### src/rtl/tx_arbitro_serial.sv
// Round-robin arbiter sharing one tx_serial_7O1 between two character requesters.
// Captures the winner's character, fires partida, then waits for pronto or a timeout.
module tx_arbitro_serial #(
  parameter int TIMEOUT_CICLOS = 6000,
  parameter int W_TIMER        = 13
) (
  input  logic       clock,
  input  logic       reset,
  input  logic       pedido0,
  input  logic [6:0] dados0,
  input  logic       pedido1,
  input  logic [6:0] dados1,
  output logic       concedido0,
  output logic       concedido1,
  output logic       fim0,
  output logic       fim1,
  output logic       tx_partida,
  output logic [6:0] tx_dados,
  input  logic       tx_pronto,
  output logic       erro_timeout,
  output logic       ocupado,
  output logic [2:0] db_estado
);

  typedef enum logic [2:0] {
    INICIAL   = 3'd0,
    ESPERA    = 3'd1,
    CARREGA   = 3'd2,
    PARTIDA   = 3'd3,
    TRANSMITE = 3'd4,
    FIM       = 3'd5,
    ERRO      = 3'd6
  } estado_t;

  localparam logic [W_TIMER-1:0] LIMITE = W_TIMER'(TIMEOUT_CICLOS - 1);

  estado_t             estado, prox;
  logic                sel, ultimo;
  logic [W_TIMER-1:0]  timer;
  logic                algum_pedido, vencedor;

  // On a tie the channel that was not served last wins.
  assign algum_pedido = pedido0 | pedido1;
  assign vencedor     = (pedido0 & pedido1) ? ~ultimo : pedido1;

  always_ff @(posedge clock) begin
    if (!reset) estado <= INICIAL;
    else        estado <= prox;
  end

  always_comb begin
    prox = estado;
    case (estado)
      INICIAL:   prox = ESPERA;
      ESPERA:    if (algum_pedido) prox = CARREGA;
      CARREGA:   prox = PARTIDA;
      PARTIDA:   prox = TRANSMITE;
      TRANSMITE: begin
        if (tx_pronto)          prox = FIM;
        else if (timer == LIMITE) prox = ERRO;
      end
      FIM:       prox = ESPERA;
      ERRO:      prox = ESPERA;
      default:   prox = INICIAL;
    endcase
  end

  // Datapath: winner capture, frame timer and round-robin memory.
  always_ff @(posedge clock) begin
    if (!reset) begin
      sel      <= 1'b0;
      ultimo   <= 1'b1;
      tx_dados <= '0;
      timer    <= '0;
    end else begin
      case (estado)
        ESPERA: if (algum_pedido) begin
          sel      <= vencedor;
          tx_dados <= vencedor ? dados1 : dados0;
        end
        PARTIDA:   timer <= '0;
        TRANSMITE: if (!tx_pronto && timer != LIMITE) timer <= timer + 1'b1;
        FIM, ERRO: ultimo <= sel;
        default: ;
      endcase
    end
  end

  always_comb begin
    concedido0   = 1'b0;
    concedido1   = 1'b0;
    fim0         = 1'b0;
    fim1         = 1'b0;
    tx_partida   = 1'b0;
    erro_timeout = 1'b0;
    ocupado      = 1'b0;
    db_estado    = estado;
    case (estado)
      CARREGA: begin
        concedido0 = ~sel;
        concedido1 = sel;
        ocupado    = 1'b1;
      end
      PARTIDA: begin
        tx_partida = 1'b1;
        ocupado    = 1'b1;
      end
      TRANSMITE: ocupado = 1'b1;
      FIM: begin
        fim0    = ~sel;
        fim1    = sel;
        ocupado = 1'b1;
      end
      ERRO: begin
        erro_timeout = 1'b1;
        ocupado      = 1'b1;
      end
      default: ;
    endcase
  end

endmodule

### config.mk
export PLATFORM = sky130hd
export DESIGN_NAME = tx_arbitro_serial
export DESIGN_NICKNAME = d
export VERILOG_FILES = /design/src/rtl/tx_arbitro_serial.sv
export SDC_FILE = /design/constraint.sdc
export NUM_CORES = 1
export LEC_CHECK = 0
export ABC_AREA = 1
export BUFFER_PORTS_ARGS = -buffer_cell sky130_fd_sc_hd__buf_2
export CELL_PAD_IN_SITES_DETAIL_PLACEMENT = 1
export CELL_PAD_IN_SITES_GLOBAL_PLACEMENT = 1
export CORE_MARGIN = 8
export CORE_UTILIZATION = 23
export DETAILED_ROUTE_END_ITERATION = 10
export PLACE_DENSITY_LB_ADDON = 0.1
export SETUP_SLACK_MARGIN = 0.4
export SYNTH_ARGS = -nofsm -noshare
export SYNTH_HDL_FRONTEND = slang
export SYNTH_SLANG_ARGS = --single-unit
export TNS_END_PERCENT = 20
### constraint.sdc
create_clock -name clock -period 1.35 [get_ports clock]
set_clock_uncertainty 0.05 [all_clocks]
set_input_delay 0 -clock clock [delete_from_list [all_inputs] [get_ports clock]]
set_output_delay 0 -clock clock [all_outputs]
set_load 0.02 [all_outputs]
-- After elaboration in Yosys (flattened, before gate mapping)
Cells that the tools add are included.
- register bits: 25
- bits of input ports: 19
- word-level logic and storage cells: 46
- add/subtract/negate cells: 1
- equal/unequal tests: 11
- mux-type cells: 15
- bitwise logic cells: 4
- reduce and logical (&&, ||, !) cells: 10
- operators by type and width (cell ; number):
    $pmux 13 s2 ; 1
    $pmux 3 s5 ; 1
    $add 13x1->13 const B ; 1
    $eq 13x13->1 const B ; 1
    $mux 13 ; 1
    $ne 13x13->1 const B ; 1
    $eq 3x3->1 const B ; 3
    $mux 3 ; 3
    $mux 1 ; 8
    $mux 7 ; 1
    $eq 3x2->1 const B ; 2
    $reduce_and 2->1 ; 3
    $reduce_or 5->1 ; 1
    $ne 2x2->1 const B ; 2
    $eq 3x1->1 const B ; 1
    $logic_not 3->1 ; 1
    $ne 3x3->1 const B ; 1
    $reduce_or 3->1 ; 1
    $not 1->1 ; 2
    $reduce_bool 2->1 ; 1
    $reduce_or 2->1 ; 1
    $and 1x1->1 ; 1
    $logic_and 1x1->1 ; 1
    $logic_not 1->1 ; 1
    $or 1x1->1 ; 1

-- Depth between registers and ports, before layout
- depth in word-level cells: 4
- depth in mapped cells: 10
- gate-level depth less buffers: 10

-- Worst setup path after synthesis
No wires, ideal clock.
- path kind: reg2reg
- start: register estado[2] (netlist: db_estado[2])
- end: register ultimo
- arrival: 1490 ps
- required time: 1180 ps
- path slack: -311 ps
- stages on the path, launching flop included: 6
- path through: dfxtp_1 inv_2 nor3_1 inv_1 nand3_1 nand3_1
- word-level cells in the longest chain between the ends: 2
- elaborated cells on any way between the ends: 3
- those cells by class: eq/ne (2); reduce/logical (1)
- RTL lines (element ; RTL line ; source):
    from (decl) ; 37 ; estado_t estado, prox;
    from (signal assigned) ; 48 ; else estado <= prox;
    $eq 3x3->1 ; 76 ; case (estado)
    $reduce_or 2->1 * ; 76 ;
    to (signal assigned) ; 83 ; FIM, ERRO: ultimo <= sel;
    to (decl) ; 38 ; logic sel, ultimo;
Mark *: on every way between the ends. The rest lies on a longest branch, timed or not.
A chain may end at the register's enable or synchronous reset.

-- Final worst setup path
- start: register timer[0]
- end: register timer[8]
- word-level cells in the longest chain between the ends: 4
- elaborated cells on any way between the ends: 7
- those cells by class: add/sub (1); eq/ne (2); mux (2); reduce/logical (2)
- RTL lines (element ; RTL line ; source):
    from (decl) ; 39 ; logic [W_TIMER-1:0] timer;
    from (signal assigned) ; 82 ; TRANSMITE: if (!tx_pronto && timer != LIMITE) timer <= timer + 1'b1;
    parallel branches: the longest is 4 deep, another holds $add 13x1->13 ; -- ;
Parallel ways; which one is timed is not known. The select of a mux whose other input is x is not followed.

==> metrics.txt <==
leakage power 0.955 nW; power per standard cell area 759 nW/um2; minimum clock period 1.42 ns; number of unique standard cell types used by synthesis 22; number of violations of the max-capacitance limit 0; largest net degree at the start of global routing 15; hold crit path type in -> reg; routed length per instance 12.8 um; remaining antenna violation count after routing 0; end-of-flow core utilization 35.9%; CTS Root Buffer Type sky130_fd_sc_hd__clkbuf_8; fin crit share 105%; Area Growth Syn to Fin 53.2%; number of vias after detailed routing 1499; clock transition time at the flip-flop clock pins of the worst setup and hold paths 0.09 ns; width of the die 93.2 um; global placement routability congestion 0.705; number of global-route vias before repair 1542; share of flip-flops with an asynchronous set or reset 0%; number of nets in the synthesized netlist 223; endpoint type of the worst setup path register; Site Rows 28; post-synthesis sequential area ratio 36.5%; antenna diode count 0; Max Root-Sink Buffers 2; Total GRT Usage 10.5%; number of design-rule violations left by the first detailed-router iteration 25; sum of negative setup slack -0.685 ns; per-cell via count in the routed design 4.31; cell count after synthesis 203; commonest non-fill, non-tap cell in the layout sky130_fd_sc_hd__nor2_1; count of flip-flops with a built-in enable after synthesis 0; vertical extent of the die 93.2 um; Top FF cell, synth sky130_fd_sc_hd__dfxtp_1; transition at the pin with the smallest max-transition slack 0.245 ns; clock latency on the worst-skew pair 0.27 ns; arrival time worst endpoint 1.55 ns; design area 2100 um2; kind of launch point of the worst setup path register; netlist area before placement 1370 um2; post-route setup slack -0.0710 ns; highest fanout seen on the critical path 8; failing checks setup timing; number of failing hold endpoints at the final stage 0; detailed-route wire length 4460 um; number of buffers created by CTS 3; Worst EP required 1.48 ns; most frequent cells in the layout 38 x sky130_fd_sc_hd__nor2_1, 36 x sky130_fd_sc_hd__nand2_1, 35 x sky130_fd_sc_hd__buf_2; Max transition margin 83.7%; setup repair after global routing missed its margin yes; Finish-stage setup viols 14; CTS tree built; crit path kind reg -> reg; grt ovf 0; Initial Utilization 23.4%; max-slew violations 0; overall die area 8690 um2; FF+latch count, synth 25; Ys Warns 0; share of layout cells above drive strength 1 43.2%; area post-placement 1830 um2; floorplan core area 5850 um2; result of the run finished with violations; CTS H-Tree Depth 1; Pre-Repair DR Iteration Count 3; I/O pin total 36; antenna violations before repair 0; final routed DRC violation total 0; estimated wirelength of the detail-placed design 3360 um; achievable clock frequency 704 MHz; Mean Syn Cell Area 6.76 um2; Worst IR Drop VDD 0.000605 V; Buffers on Ports 35; wire length of the first global-routing pass 7360 um; nets@finish 294; Num Clock Sinks 25
synth_stat cells (2+ instances only):
cell type / n / area [um2]
sky130_fd_sc_hd__nand2_1: 43 / 161
sky130_fd_sc_hd__dfxtp_1: 25 / 500
sky130_fd_sc_hd__nor2_1: 41 / 154
sky130_fd_sc_hd__inv_1: 18 / 67.6
sky130_fd_sc_hd__nand3_2: 7 / 70.1
sky130_fd_sc_hd__a21oi_1: 17 / 85.1
sky130_fd_sc_hd__o21ai_1: 3 / 15.0
sky130_fd_sc_hd__a21oi_2: 4 / 35.0
sky130_fd_sc_hd__nor2_2: 3 / 18.8
sky130_fd_sc_hd__inv_2: 5 / 18.8
sky130_fd_sc_hd__nor3_1: 3 / 15.0
sky130_fd_sc_hd__nand2_4: 2 / 22.5
sky130_fd_sc_hd__o21ai_0: 9 / 45.0
sky130_fd_sc_hd__nand3_1: 15 / 75.1
power breakdown:
part | switching [mW] | internal [mW]
clock | 0.250 | 0.211
combinational | 0.208 | 0.132
sequential | 0.0300 | 0.762
per-stage QoR:
stage	instances	hold WS, ns	worst slack (ns)	power (mW)
after floorplan	203	0.0346	-0.0700	1.00
after global placement	335	0.179	-0.0822	1.12
after detailed placement	335	0.177	-0.139	1.12
after CTS	347	0.0115	-0.0805	1.63
after global routing	348	0.00249	-0.160	1.71
final	348	0.00168	-0.0710	1.59
metal layers:
metal,vias to the layer above,global-route usage (%),wire [um]
met1,692,11.8,1920
met5,-,0,0
met4,0,2.01,29
met3,2,2.72,173
li1,789,-,-
met2,16,19.2,2340
state kept, by name, indices dropped and copies added (netlist names):
name	flops
timer	13
tx_dados	7
sel	1
db_estado	3
ultimo	1
critical path, stage by stage, from the launching register on:
cell and delay, ns:
sky130_fd_sc_hd__dfxtp_4 0.38, sky130_fd_sc_hd__ha_4 0.15, sky130_fd_sc_hd__nand3_4 0.08, sky130_fd_sc_hd__nor2_4 0.09, sky130_fd_sc_hd__nand3_2 0.09, sky130_fd_sc_hd__nand2_4 0.16, sky130_fd_sc_hd__nand2_8 0.11, sky130_fd_sc_hd__nand2_2 0.09
sky130_fd_sc_hd__nand2_1 0.05, sky130_fd_sc_hd__nand2_1 0.05, sky130_fd_sc_hd__nor2_1 0.03
kinds of logic (layout without fill, tap and decap cells):
kind of cell | after synthesis | count (layout) | synth area share, %
AO/OA/AOI/OAI | 33 | 33 | 13.1
XOR/XNOR | 1 | 1 | 0.639
adder cells (fa/ha/maj) | 1 | 1 | 0.912
buffers and inverters | 26 | 95 | 8.48
flip-flops | 25 | 25 | 36.5
AND/OR/NAND/NOR | 117 | 118 | 40.3
timing repair:
action,4_1_cts,5_1_grt
endpoints found under the setup margin,33,34
pin swaps,8,5
buffers inserted,1,1
hold endpoints to repair,7,0
gates resized for setup,21,17
gates cloned,1,0
hold buffers,6,0
path summary, 6_finish.rpt:
| path | startpoint | endpoint | slack, ns | depth (start not counted) |
|---|---|---|---|---|
| worst max-delay path | timer[0] | timer[8] | -0.07 | 10 |
| worst min-delay path | dados0[6] | tx_dados[6] | 0.002 | 3 |
| worst max register to register | timer[0] | timer[8] | -0.07 | 10 |
| worst min register to register | tx_dados[1] | tx_dados[1] | 0.42 | 2 |
layout make-up:
class	instances	area (um2)
Clock buffer	4	45.0
Inverter	23	91.3
Sequential cell	25	520
Multi-Input combinational cell	153	908
Fill cell	750	3750
Timing Repair Buffer	68	442
Tap cell	75	93.8
Power figures use the tool's default switching activity.
